--- config.mk ---
export PLATFORM = sky130hd
export DESIGN_NAME = wb_commit_unit
export DESIGN_NICKNAME = d
export VERILOG_FILES = /design/src/rtl/wb_commit_unit.sv
export SDC_FILE = /design/constraint.sdc
export NUM_CORES = 2
export LEC_CHECK = 0
export CORE_AREA = 10 10 463 465
export DETAILED_ROUTE_END_ITERATION = 8
export DIE_AREA = 0 0 473 475
export DONT_BUFFER_PORTS = 1
export HOLD_SLACK_MARGIN = 0.02
export PLACE_DENSITY = 0.42
export SKIP_CTS_REPAIR_TIMING = 1
export SLEW_MARGIN = 20
export SYNTH_ARGS = -nofsm -noshare
export SYNTH_HDL_FRONTEND = slang
export SYNTH_SLANG_ARGS = --single-unit
--- constraint.sdc ---
create_clock -name CLK -period 5.61 [get_ports CLK]
set_input_delay 1.122 -clock CLK [delete_from_list [all_inputs] [get_ports CLK]]
set_output_delay 1.122 -clock CLK [all_outputs]
set_load 0.03 [all_outputs]
--- src/rtl/wb_commit_unit.sv ---
// wb_commit_unit: writeback commit stage owning the architectural regfile and PC.
// One regfile write per cycle; surplus results wait in a small circular pending queue.
`default_nettype none

module wb_commit_unit #(
    parameter int                 BIN_DIG    = 32,
    parameter logic [BIN_DIG-1:0] RESET_PC   = '0,
    parameter int                 PEND_DEPTH = 2
) (
    input  logic                        CLK,
    input  logic                        RST,
    input  logic                        ex_valid,
    input  logic [4:0]                  ex_rd,
    input  logic [BIN_DIG-1:0]          ex_rd_value,
    input  logic [BIN_DIG-1:0]          ex_next_pc,
    input  logic                        ld_active,
    input  logic [4:0]                  ld_rd,
    input  logic [BIN_DIG-1:0]          ld_rd_value,
    output logic                        wb_stall,
    output logic                        wb_busy,
    output logic [BIN_DIG-1:0]          curr_pc_reg,
    output logic [31:0][BIN_DIG-1:0]    curr_general_reg,
    output logic [31:0]                 commit_count
);

    localparam int PTR_W = (PEND_DEPTH > 1) ? $clog2(PEND_DEPTH) : 1;
    localparam int CNT_W = $clog2(PEND_DEPTH + 1);
    localparam logic [PTR_W-1:0] PTR_LAST = PTR_W'(PEND_DEPTH - 1);
    localparam logic [CNT_W-1:0] STALL_AT = CNT_W'(PEND_DEPTH - 1);

    function automatic logic [PTR_W-1:0] ptr_inc(input logic [PTR_W-1:0] p);
        return (p == PTR_LAST) ? '0 : p + PTR_W'(1);
    endfunction

    logic [4:0]         q_rd  [PEND_DEPTH];
    logic [BIN_DIG-1:0] q_val [PEND_DEPTH];
    logic [PTR_W-1:0]   head;
    logic [PTR_W-1:0]   tail;
    logic [CNT_W-1:0]   count;
    logic [CNT_W-1:0]   count_next;

    logic               accept;
    logic               ld_new;
    logic               ex_new;
    logic               deq;

    logic               wr_en;
    logic [4:0]         wr_rd;
    logic [BIN_DIG-1:0] wr_val;

    logic               enq_a_en;
    logic [4:0]         enq_a_rd;
    logic [BIN_DIG-1:0] enq_a_val;
    logic               enq_b_en;
    logic [1:0]         enq_cnt;

    assign wb_stall = (count >= STALL_AT);
    assign wb_busy  = (count != '0);
    assign accept   = !wb_stall;
    assign deq      = (count != '0);

    // x0 writes are discarded here so they never occupy the queue or the counter.
    assign ld_new = accept && ld_active && (ld_rd != 5'd0);
    assign ex_new = accept && ex_valid  && (ex_rd != 5'd0);

    // Program order is queue head, then load, then exec; the oldest takes the write port.
    always_comb begin
        wr_en     = 1'b0;
        wr_rd     = 5'd0;
        wr_val    = '0;
        enq_a_en  = 1'b0;
        enq_a_rd  = 5'd0;
        enq_a_val = '0;
        enq_b_en  = 1'b0;
        if (deq) begin
            wr_en  = 1'b1;
            wr_rd  = q_rd[head];
            wr_val = q_val[head];
            if (ld_new) begin
                enq_a_en  = 1'b1;
                enq_a_rd  = ld_rd;
                enq_a_val = ld_rd_value;
                enq_b_en  = ex_new;
            end else if (ex_new) begin
                enq_a_en  = 1'b1;
                enq_a_rd  = ex_rd;
                enq_a_val = ex_rd_value;
            end
        end else if (ld_new) begin
            wr_en  = 1'b1;
            wr_rd  = ld_rd;
            wr_val = ld_rd_value;
            if (ex_new) begin
                enq_a_en  = 1'b1;
                enq_a_rd  = ex_rd;
                enq_a_val = ex_rd_value;
            end
        end else if (ex_new) begin
            wr_en  = 1'b1;
            wr_rd  = ex_rd;
            wr_val = ex_rd_value;
        end
    end

    assign enq_cnt    = {1'b0, enq_a_en} + {1'b0, enq_b_en};
    assign count_next = count - CNT_W'(deq) + CNT_W'(enq_cnt);

    // Second enqueue (only with a draining head) is always the exec result.
    always_ff @(posedge CLK) begin
        if (enq_a_en) begin
            q_rd[tail]  <= enq_a_rd;
            q_val[tail] <= enq_a_val;
        end
        if (enq_b_en) begin
            q_rd[ptr_inc(tail)]  <= ex_rd;
            q_val[ptr_inc(tail)] <= ex_rd_value;
        end
    end

    always_ff @(posedge CLK) begin
        if (RST) begin
            head  <= '0;
            tail  <= '0;
            count <= '0;
        end else begin
            count <= count_next;
            if (deq) begin
                head <= ptr_inc(head);
            end
            if (enq_b_en) begin
                tail <= ptr_inc(ptr_inc(tail));
            end else if (enq_a_en) begin
                tail <= ptr_inc(tail);
            end
        end
    end

    always_ff @(posedge CLK) begin
        if (RST) begin
            curr_general_reg <= '0;
            curr_pc_reg      <= RESET_PC;
            commit_count     <= 32'd0;
        end else begin
            if (wr_en && (wr_rd != 5'd0)) begin
                curr_general_reg[wr_rd] <= wr_val;
                commit_count            <= commit_count + 32'd1;
            end
            // PC follows every accepted exec result, even one whose write is queued or dropped.
            if (accept && ex_valid) begin
                curr_pc_reg <= ex_next_pc;
            end
        end
    end

endmodule

`default_nettype wire

==> key figures <==
Clock network
  • CTS tree: yes
  • Clock buffer count from CTS: 141
  • Clk sinks: 1,167
  • CTS max path bufs: 3
  • Worst-Skew Late Latency: 800 ps
  • Number of H-tree levels: 4
  • Clock transition at path regs: 60 ps
  • Clk root buf: clkbuf_16

Timing
  • Slew of the pin with the lowest slew margin: 1130 ps
  • Slack of the critical path: 1920 ps
  • Relative slew slack: 25.0%
  • Max Slew Vio Count: 0
  • Post-route clock skew: 44.4 ps
  • Hold Vio Cnt, Final: 0
  • Tcrit/Tclk final: 65.9%
  • Hold WS: 472 ps
  • Final TNS setup: 0 ps
  • RSZ-0062 raised after global routing: false
  • Maximum clock rate: 0.271 GHz
  • # setup viols final: 0
  • Final min period: 3690 ps

Logic synthesis
  • Synth Area in Simple Gates: 18.3%
  • Main combinational cell family by area after synthesis: multiplexers
  • Post-synth top area share: 48.5%
  • Post-synthesis sequential area ratio: 53.4%
  • Compound-Gate Fraction of Synth Area: 2.34%
  • Leading area contributor after synthesis: dfxtp_1
  • Synthesized flop and latch total: 1,167
  • Number of synthesized flops with an enable pin: 74
  • Mapped Cells: 4,108
  • Async SR Flop Fraction: 0%
  • Post-synth cell types: 55
  • Ranking of synthesized cells by area: dfxtp_1 48%, mux2i_1 21%, nand2b_1 13%
  • XOR/XNOR share of the synthesized area: 0.0776%
  • Mux share of post-synthesis cell area: 22.2%
  • Synth warn: 0
  • Post-Syn Area: 0.0451 sq mm
  • Post-synth net total: 4,220
  • Synthesized area per cell: 11.0 sq um
  • Synth Flop Type: dfxtp_1
  • Adder-cell share of the synthesized area: 0.0721%

GRT
  • Vias in the first global route: 28,874
  • First-pass GRT wire length: 269,000 um
  • GRT Util Overall: 17.2%
  • Initial antenna violation count: 32
  • Largest net degree at the start of global routing: 1,128
  • Grt total ovfl: 0

Routing
  • WL per Instance: 30.3 um
  • DR pass1 iterations: 5
  • Routed via count: 29,317
  • Antenna Nets Post-Route: 0
  • WL final: 204,000 um
  • Residual DRC count: 0
  • Via/cell ratio: 4.35
  • Iteration-0 DRC Markers: 1,942

Finish
  • Max reg flops: 1,024
  • Finished Cell Area: 0.0528 sq mm
  • Final std cells w/o fill: 6,741
  • Share of cells above drive strength 1: 9.46%
  • Nets: 4,041
  • Final core utilization: 25.8%
  • Most frequent cells in the layout: 1,092 x dfxtp_1, 963 x mux2i_1, 961 x nand2b_1, 157 x nand2_1, 144 x clkbuf_16
  • Commonest non-fill, non-tap cell in the layout: dfxtp_1
  • Layout area overhead: 17.0%

Floorplanning
  • Die width: 473 um
  • Row count: 166
  • Die height: 475 um
  • Core area: 0.204 sq mm
  • IO Count: 1,200
  • Starting Density: 22.1%
  • Die area: 0.225 sq mm

Placement
  • Pre-CTS WS: 1200 ps
  • Routability cong.: 0.744
  • Placed cell area: 0.0479 sq mm
  • Hpwl dp: 132,000 um
  • Buffers on Ports: 0
  • Inst Count DP: 6,469

Power
  • Leak: 21.0 nW
  • Overall power: 26.0 mW
  • Pwr dens: 492 mW/mm^2
  • Peak supply drop: 0.296 mV

Critical path
  • CP Max Fanout: 32
  • Crit start category: input port
  • Crit path DAT: 4390 ps
  • Critical Path RT: 6310 ps
  • Worst setup EP type: flop
  • CP Class: input port to flop

Run status
  • Outcome: complete, no violations

Hold path
  • Worst min path class: input port to flop

Flow run
  • Max-capacitance violation count: 0
-- final timing paths --
check / slack [ps] / endpoint / cells after the start / start
setup / recovery: 1920 / curr_general_reg[903] / 7 / ld_rd[0]
hold / removal: 470 / curr_pc_reg[20] / 2 / ex_next_pc[20]
setup reg to reg: 2060 / curr_general_reg[587] / 6 / flop
hold reg to reg: 500 / flop / 2 / head
-- Yosys cell counts (12+ instances only) --
master	instances
clkbuf_1	261
nand3_1	48
a21oi_1	60
mux2_2	35
buf_2	97
nand2b_1	961
o31ai_1	14
mux2i_1	963
dfxtp_1	1093
nand3b_1	37
edfxtp_1	74
nor2_1	21
and3_1	52
a31o_2	32
nand2_1	164
nor2b_1	39
o21ai_0	15
buf_4	12
o21ai_1	33
or4_1	18
or3_1	19
-- report_power, final --
part	total, mW	switching [mW]	leakage, nW	internal [mW]
registers	11.6	2.36	9.51	9.20
clock network	9.25	3.90	2.30	5.36
logic	5.15	3.64	9.15	1.51
total	26.0	9.90	21.0	16.1
-- cells by family (layout without fill, tap and decap cells) --
family,after synthesis,in the layout
flip-flops,1167,1167
other,1,16
AND/OR/NAND/NOR,1387,1387
adder cells (fa/ha/maj),2,2
multiplexers,998,998
AO/OA/AOI/OAI,169,169
buffers and inverters,380,310
XOR/XNOR,4,4
-- final cells by class --
cell class              instances  area, sq um
clock buffers                 209         4180
repair buffers                 55          663
flip-flops and latches       1167        24100
well taps                    2688         3360
multi-input cells            2561        19900
fillers                     21506       152000
clock inverters                43          524
inverters                       3         11.3
diodes                         15         37.5
-- worst max-delay path: stages --
cell,delay (ps)
or4_1,650
o2111a_1,300
a221o_1,410
nor2b_1,680
and3_2,300
buf_4,540
mux2i_1,270
-- layer usage --
metal | GRT usage [%] | vias up | routed length (um)
met4 | 4.51 | 4 | 4530
met3 | 8.77 | 211 | 24900
met5 | 0 | - | 26
met1 | 19.3 | 14457 | 78000
met2 | 28.7 | 1194 | 96700
li1 | - | 13451 | -
(Power assumes the default switching activity.)
